File: src/rtl/pid_master_pkg.sv
// ============================================================================
// Module : pid_master_pkg
// Brief  : Shared register addresses and FSM state encoding for the PID master.
// Rev    : 1.0  initial release
// ============================================================================
`default_nettype none

package pid_master_pkg;

    localparam logic [3:0] ADDR_RESULT = 4'd0;
    localparam logic [3:0] ADDR_SP     = 4'd4;
    localparam logic [3:0] ADDR_PV     = 4'd5;

    typedef enum logic [2:0] {
        IDLE   = 3'd0,
        WR_SP  = 3'd1,
        WR_PV  = 3'd2,
        SETTLE = 3'd3,
        RD_RES = 3'd4,
        DONE   = 3'd5
    } state_t;

endpackage

`default_nettype wire

File: src/rtl/pid_master_watchdog.sv
// ============================================================================
// Module : pid_master_watchdog
// Brief  : Counts consecutive stalled bus cycles; pulses expire on the last one.
// Rev    : 1.0  initial release
// ============================================================================
`default_nettype none

module pid_master_watchdog #(
    parameter int unsigned TIMEOUT_CYCLES = 1024
) (
    input  logic clock,
    input  logic reset,
    input  logic stall,
    output logic expire
);

    localparam int unsigned CW = $clog2(TIMEOUT_CYCLES + 1);
    localparam logic [CW-1:0] c_last = CW'(TIMEOUT_CYCLES - 1);

    logic [CW-1:0] r_cnt;

    assign expire = stall && (r_cnt == c_last);

    always_ff @(posedge clock or posedge reset) begin
        if (reset) begin
            r_cnt <= '0;
        end else if (!stall || expire) begin
            r_cnt <= '0;
        end else begin
            r_cnt <= r_cnt + 1'b1;
        end
    end

endmodule

`default_nettype wire

File: src/rtl/pid_avalon_master.sv
// ============================================================================
// Module : pid_avalon_master
// Brief  : Avalon-MM master running one SP/PV write + RESULT read per sample.
//          Optional bus timeout enabled by defining PID_MASTER_TIMEOUT_EN.
// Rev    : 1.0  initial release
// ============================================================================
`default_nettype none

module pid_avalon_master
    import pid_master_pkg::*;
#(
    parameter int unsigned SETTLE_CYCLES  = 2
`ifdef PID_MASTER_TIMEOUT_EN
    , parameter int unsigned TIMEOUT_CYCLES = 1024
`endif
) (
    input  logic        clock,
    input  logic        reset,
    input  logic [31:0] sp_in,
    input  logic [31:0] pv_in,
    input  logic        pv_valid,
    output logic [3:0]  avm_address,
    output logic        avm_write,
    output logic [31:0] avm_writedata,
    output logic        avm_read,
    input  logic [31:0] avm_readdata,
    input  logic        avm_waitrequest,
    output logic [31:0] result_out,
    output logic        result_valid,
    output logic        busy,
    output logic [15:0] overrun_count,
    output logic        timeout_err
);

    localparam logic [7:0] c_settle_last = 8'(SETTLE_CYCLES - 1);

    state_t      r_state, w_state_next;
    logic [31:0] r_sp, r_pv, r_pend_sp, r_pend_pv, r_sp_shadow;
    logic        r_pend_valid, r_sp_dirty;
    logic [7:0]  r_settle_cnt;
    logic [31:0] r_result;
    logic        r_result_valid;
    logic [15:0] r_overrun;
    logic        w_start, w_expire;
    logic [31:0] w_start_sp, w_start_pv;

    // A fresh strobe in IDLE supersedes any pending sample.
    assign w_start    = (r_state == IDLE) && (pv_valid || r_pend_valid);
    assign w_start_sp = pv_valid ? sp_in : r_pend_sp;
    assign w_start_pv = pv_valid ? pv_in : r_pend_pv;

    assign busy          = (r_state != IDLE);
    assign result_out    = r_result;
    assign result_valid  = r_result_valid;
    assign overrun_count = r_overrun;

`ifdef PID_MASTER_TIMEOUT_EN
    logic r_timeout_err;

    pid_master_watchdog #(
        .TIMEOUT_CYCLES (TIMEOUT_CYCLES)
    ) u_watchdog (
        .clock  (clock),
        .reset  (reset),
        .stall  ((avm_write || avm_read) && avm_waitrequest),
        .expire (w_expire)
    );

    always_ff @(posedge clock or posedge reset) begin
        if (reset) begin
            r_timeout_err <= 1'b0;
        end else if (w_expire) begin
            r_timeout_err <= 1'b1;
        end else if (r_state == DONE) begin
            r_timeout_err <= 1'b0;
        end
    end

    assign timeout_err = r_timeout_err;
`else
    assign w_expire    = 1'b0;
    assign timeout_err = 1'b0;
`endif

    always_ff @(posedge clock or posedge reset) begin
        if (reset) begin
            r_state <= IDLE;
        end else begin
            r_state <= w_state_next;
        end
    end

    always_comb begin
        w_state_next  = r_state;
        avm_address   = 4'd0;
        avm_write     = 1'b0;
        avm_writedata = 32'd0;
        avm_read      = 1'b0;
        case (r_state)
            IDLE: begin
                if (w_start) begin
                    w_state_next = ((w_start_sp != r_sp_shadow) || r_sp_dirty) ? WR_SP : WR_PV;
                end
            end
            WR_SP: begin
                avm_write     = 1'b1;
                avm_address   = ADDR_SP;
                avm_writedata = r_sp;
                if (!avm_waitrequest) w_state_next = WR_PV;
            end
            WR_PV: begin
                avm_write     = 1'b1;
                avm_address   = ADDR_PV;
                avm_writedata = r_pv;
                if (!avm_waitrequest) w_state_next = SETTLE;
            end
            SETTLE: begin
                if (r_settle_cnt == c_settle_last) w_state_next = RD_RES;
            end
            RD_RES: begin
                avm_read    = 1'b1;
                avm_address = ADDR_RESULT;
                if (!avm_waitrequest) w_state_next = DONE;
            end
            DONE:    w_state_next = IDLE;
            default: w_state_next = IDLE;
        endcase
        if (w_expire) w_state_next = IDLE;
    end

    always_ff @(posedge clock or posedge reset) begin
        if (reset) begin
            r_sp           <= 32'd0;
            r_pv           <= 32'd0;
            r_pend_sp      <= 32'd0;
            r_pend_pv      <= 32'd0;
            r_pend_valid   <= 1'b0;
            r_sp_shadow    <= 32'd0;
            r_sp_dirty     <= 1'b1;
            r_settle_cnt   <= 8'd0;
            r_result       <= 32'd0;
            r_result_valid <= 1'b0;
            r_overrun      <= 16'd0;
        end else begin
            if (w_start) begin
                r_sp         <= w_start_sp;
                r_pv         <= w_start_pv;
                r_pend_valid <= 1'b0;
            end
            // Strobes while busy park in a single slot; only those outside DONE are overruns.
            if (pv_valid && (r_state != IDLE)) begin
                r_pend_sp    <= sp_in;
                r_pend_pv    <= pv_in;
                r_pend_valid <= 1'b1;
                if ((r_state != DONE) && (r_overrun != 16'hFFFF)) begin
                    r_overrun <= r_overrun + 16'd1;
                end
            end
            if ((r_state == WR_SP) && !avm_waitrequest) begin
                r_sp_shadow <= r_sp;
                r_sp_dirty  <= 1'b0;
            end
            if (w_expire) r_sp_dirty <= 1'b1;
            r_settle_cnt <= (r_state == SETTLE) ? r_settle_cnt + 8'd1 : 8'd0;
            if ((r_state == RD_RES) && !avm_waitrequest) begin
                r_result       <= avm_readdata;
                r_result_valid <= 1'b1;
            end else begin
                r_result_valid <= 1'b0;
            end
        end
    end

endmodule

`default_nettype wire

File: config.mk
export PLATFORM = sky130hd
export DESIGN_NAME = pid_avalon_master
export DESIGN_NICKNAME = d
export VERILOG_FILES = /design/src/rtl/pid_master_pkg.sv /design/src/rtl/pid_master_watchdog.sv /design/src/rtl/pid_avalon_master.sv
export SDC_FILE = /design/constraint.sdc
export NUM_CORES = 1
export LEC_CHECK = 0
export BUFFER_PORTS_ARGS = -buffer_cell sky130_fd_sc_hd__buf_2
export CAP_MARGIN = 20
export CORE_AREA = 2 2 201 203
export CTS_CLUSTER_SIZE = 25
export DETAILED_ROUTE_END_ITERATION = 10
export DIE_AREA = 0 0 203 205
export PLACE_DENSITY = 0.44
export SLEW_MARGIN = 20
export SYNTH_ARGS = -nofsm -noshare
export SYNTH_HDL_FRONTEND = slang
export SYNTH_SLANG_ARGS = --single-unit
File: constraint.sdc
create_clock -name clock -period 11.1 [get_ports clock]
set_clock_uncertainty 0.1 [all_clocks]
set_input_delay 2.775 -clock clock [delete_from_list [all_inputs] [get_ports clock]]
set_output_delay 2.775 -clock clock [all_outputs]
set_load 0.02 [all_outputs]
Word level (Yosys, flattened, before mapping)
Cells that the tools add are included.
{ "word_totals": {"in_bits": 100, "register_bits": 222, "word_cells": 58} }
{ "classes": {"n_reduce_logical": 14, "n_eq_ne": 13, "muxes": 17, "addsub": 2} }
{ "op_table": {"columns": ["cell", "count"], "rows": [
  ["2-to-1 mux 32 bit", 2],
  ["one-hot mux 32 bit (2 select lines)", 1],
  ["inequality test 32 bit", 1],
  ["adder 16 x 1 -> 16 bit (second input constant)", 1],
  ["inequality test 16 bit (second input constant)", 1],
  ["2-to-1 mux 3 bit", 5],
  ["one-hot mux 3 bit (5 select lines)", 1],
  ["inequality test 2 bit (second input constant)", 5],
  ["adder 8 x 1 -> 8 bit (second input constant)", 1],
  ["== test 8 x 1 -> 1 bit (second input constant)", 1],
  ["2-to-1 mux 8 bit", 1],
  ["== test 3 x 2 -> 1 bit (second input constant)", 2],
  ["one-hot mux 3 bit (2 select lines)", 1],
  ["logical AND 1 bit", 5],
  ["2-to-1 mux 1 bit", 5],
  ["AND reduction 5 bit", 1],
  ["== test 3 x 1 -> 1 bit (second input constant)", 1],
  ["== test 3 bit (second input constant)", 1],
  ["logical NOT 3 bit", 1],
  ["inequality test 3 bit (second input constant)", 1],
  ["nonzero test 3 bit", 1],
  ["logical OR 1 bit", 2],
  ["2-to-1 mux 2 bit", 1],
  ["AND reduction 2 bit", 1],
  ["3 further kinds", 3]
]} }

Logic depth before layout (Yosys ltp)
{ "logic_depth": {"depth_word": 6, "ltp_mapped": 9, "ltp_nobuf": 8} }

Worst setup path after synthesis
OpenSTA, ideal clock, no wires.
{ "synth_timing": {"path_kind": "register -> output", "from": "register r_state[1]", "to": "output port avm_writedata[11]", "required_time_ns": 8.225, "slack_ns": 6.445, "stages_incl_launch_ff": 5, "t_arrival_ns": 1.780, "cell_sequence": "dfrtp_1 > buf_2 > nor3b_1 > clkbuf_1 > a22o_1"} }
{ "synth_between": {"elab_chain_len": 2} }
{ "synth_lines": {"columns": ["item", "line_no", "source"], "rows": [
  ["from (decl)", "pid_avalon_master.sv:37", "state_t r_state, w_state_next;"],
  ["from (signal assigned)", "pid_avalon_master.sv:89", "r_state <= w_state_next;"],
  ["== test 3 x 2 -> 1 bit or == test 3 x 1 -> 1 bit (tied branches)", "pid_avalon_master.sv:99", "case (r_state)"],
  ["one-hot mux 32 bit (2 select lines) *", "pid_avalon_master.sv:99", null],
  ["to (decl)", "pid_avalon_master.sv:24", "output logic [31:0] avm_writedata,"]
]} }
Every way passes the cells marked *; elsewhere a longest branch is shown, timed or not.

Worst setup path after layout
{ "layout_timing": {"from": "input port pv_valid", "to": "register r_pv[14]"} }
{ "layout_between": {"elab_chain_len": 2} }
{ "layout_lines": {"columns": ["item", "line_no", "source"], "rows": [
  ["from (decl)", "pid_avalon_master.sv:21", "input logic pv_valid,"],
  ["logical OR 1 bit", "pid_avalon_master.sv:48", "assign w_start = (r_state == IDLE) && (pv_valid || r_pend_valid);"],
  ["logical AND 1 bit", "pid_avalon_master.sv:48", null],
  ["to (signal assigned)", "pid_avalon_master.sv:147", "r_pv <= w_start_pv;"],
  ["to (decl)", "pid_avalon_master.sv:38", "logic [31:0] r_sp, r_pv, r_pend_sp, r_pend_pv, r_sp_shadow;"]
]} }
Parallel ways exist; a longest one is shown, timed or not.
A chain may end at the register's enable or synchronous reset.

==> metrics <==
Worst-path clk slew=60 ps; CP cell instances=buf_4 -> buf_4 -> nor2_1 -> nor2_4 -> buf_4 -> buf_4 -> nor2_1 -> a21oi_1; Setup crit start kind=input port; Routed WL=roughly 25000 um; Die Ht=205 um; Seq/Total Area, Yosys=0.5692; clock root cell=clkbuf_16; DRC viols=0; area of the multi-input gates=slightly below 4000 sq um; routed len/inst=about 17 um; H-tree Lvls=1; dpl cells=1442; worst-skew pair later-pin latency=560 ps; initial antenna violation count=4; max-cap violations=0; min-delay worst type=flop to flop; FILL cells=between 4000 and 5000; most used cell, CP=buf_4; share of cells above drive strength 1=0.3965; Worst R2R Path Depth=5; CP Capture Type=flop; prevailing post-synth register cell=dfrtp_1; Worst-Margin Slew=913.3 ps; sum of negative setup slack=0 ps; hold path depth=1; largest net degree at the start of global routing=86; number of synthesized register bits=222; sinks on the clock net=222; Yosys top cell by area=dfrtp_1; Max Root-Sink Buffers=3; Fin. Hold Viols=0; Comb pwr share=0.378; first-pass GRT wire length=39310 um; CP peak stage delay=just under 700 ps; Synth area leaders=dfrtp_1 (57%), mux2_2 (15%), mux2i_1 (6.0%); P_int=approximately 2.3 mW; Worst Path Required=about 11000 ps; Hold Slack=383.3 ps; family with the most delay on the worst path=buffers and inverters; vias post-DR=6396; final setup fails=0; area grow syn2layout=24.14%; Peak Freq=0.1873 GHz; top-count cell post-synth=dfrtp_1; clock share of power=0.245; Tot Pwr=about 3.7 mW; routability cong.=0.7022; Ports=about 190; 1st-pass router iterations=4; CTS buffer count=27; post-CTS setup buffer count=0; Die Wd=203 um; largest fanout on the critical path=70; worst endpoint data arrival time=5730 ps; worst slack, placed=5113 ps; total die area=~42000 sq um; grt total ovfl=0; NetSw=1.389 mW; Initial Utilization=0.2480; Final Max Slew Viols=0; Slew HR=0.3897; switching part of the total power=0.3721; buffer and inverter count on the worst path=4; DR vias/cell=about 4.3; post-DP HPWL=roughly 17000 um; Register Area=5557 sq um; Yosys top cell area share=0.5665; Mean Syn Cell Area=12.69 sq um; PortBufs=roughly 190; outcome=finished, final reports clean; Yosys warning total=0; setup ws final=around 5800 ps; Period minus WS final=around 5300 ps; fin cells=1488; critical path class=input port to flop; Leak Pwr=5.470 nW; DR iter-0 viols=241; # nets final=~1000; r2r setup slk=8190 ps; FFs w/ async S/R, synth=1.000; row count=between 70 and 80; core area=~39000 sq um; register share of total power=0.378; Post-synth top cells=dfrtp_1 (221), mux2_2 (129), nor2_1 (81), a21oi_1 (69), mux2i_1 (59); RSZ-0062 raised after global routing=false; GRT Util Overall=0.1222; Resized Gates After CTS=0; Antenna Violating Nets Remaining=0; cell area after synthesis=9762 sq um; CP max stage cell=buf_4; Hold Buf Count CTS=0; distinct cell type count after synthesis=47; Critical Path Stages=8; vias in the first global route=6412; Gate Count Post-Synth=769; peak supply drop=0.1617 mV; CTS tree=built; EDFF count, synth=0; Cell Pwr Density=between 300 and 400 nW/um^2; period utilisation layout=0.4809
-- sequential cells by signal, summed over array words and instances, names as in the netlist --
register,cells
r_pend_pv,32
r_pend_sp,32
r_pv,32
r_sp,32
r_sp_shadow,32
result_out,32
overrun_count,16
r_settle_cnt,8
r_state,3
r_pend_valid,1
r_sp_dirty,1
result_valid,1
-- worst register-to-register path: stages (launching register included) --
cell and delay, ps:
dfrtp_1 510, nor3_1 360, inv_1 200, nand2_2 580
buf_4 610, mux2_2 430
-- layout make-up --
| class | count | area share |
|---|---|---|
| clock buffers | 35 | 0.06402 |
| inverters | 5 | 0.002168 |
| diodes | 2 | 0.0004130 |
| repair buffers | 194 | 0.08250 |
| well taps | 525 | 0.05421 |
| multi-input cells | 496 | 0.3270 |
| flip-flops and latches | 222 | 0.4585 |
| clock inverters | 9 | 0.01115 |
-- final timing paths --
kind | startpoint | endpoint
setup / recovery | pv_valid | r_pv[14]$_DFFE_PP0P_
hold / removal | r_sp_dirty$_DFFE_PP1P_ | r_sp_dirty$_DFFE_PP1P_
setup reg to reg | r_state[2]$_DFFE_PP0P_ | r_pend_pv[10]$_DFFE_PP0P_
hold reg to reg | r_sp_dirty$_DFFE_PP1P_ | r_sp_dirty$_DFFE_PP1P_
max in group asynchronous | reset | result_out[2]$_DFFE_PP0P_
min in group asynchronous | reset | result_out[13]$_DFFE_PP0P_
-- cell families after synthesis --
logic type                 after synthesis  share of synthesized area
and+or+nand+nor                        133                    0.06293
buffers and inverters                   53                    0.02884
AOI/OAI and AO/OA                      117                    0.07626
xor gates and xnor gates                47                    0.04217
other                                    1                  0.0003841
DFF                                    222                     0.5692
muxes                                  193                     0.2164
adders and majority gates                3                   0.003846
-- per-stage QoR --
stage / instance area (sq um) / utilization
2_1_floorplan: 9769 / -
3_3_place_gp: 11200 / 0.2845
3_5_place_dp: 11200 / 0.2845
4_1_cts: 12110 / 0.3076
5_1_grt: 12110 / 0.3077
6_report: 12120 / 0.3078
-- power groups by stage --
| stage | Sequential, mW | Clock (mW) | Combinational (mW) |
|---|---|---|---|
| 3_5_place_dp | 1.43 | 0 | 1.44 |
| 6_report | 1.41 | 0.914 | 1.41 |
| 3_3_place_gp | 1.41 | 0 | 1.43 |
| 5_1_grt | 1.46 | 0.979 | 1.55 |
| 4_1_cts | 1.41 | 0.950 | 1.44 |
| 2_1_floorplan | 1.44 | 0 | 0.962 |
-- routing by layer --
layer  wire length, um  GRT usage  part of all wire  vias up
met5                13          0           0.00051        -
met4               563    0.02946             0.022        2
met3              1291    0.03229             0.051       35
met2             11160     0.1866              0.44      157
met1             12470     0.1719              0.49     3110
li1                  -          -                 -     3092
-- layout by cell type (no fill, tap or decap), types with 2 or more instances in the layout --
cell       count
buf_2        184
bufinv_16      3
a22o_1        32
conb_1         3
nor3_1         2
nand2_1       10
ha_1           3
nand3_1        9
buf_4          9
mux2i_2        5
and4_1         3
inv_1          4
o21ai_0        2
clkbuf_8       7
nor4_1         6
clkbuf_16     27
mux2i_1       59
a221o_1        2
and3_1         8
clkinv_2       5
nor2_1        79
a21oi_1       69
nand4_1        4
a31oi_1        2
mux2_2       129
diode_2        2
nor2_4         2
xnor2_1       30
xor2_1        17
dfrtp_1      221
No activity file was read; power rests on OpenSTA's default activity.
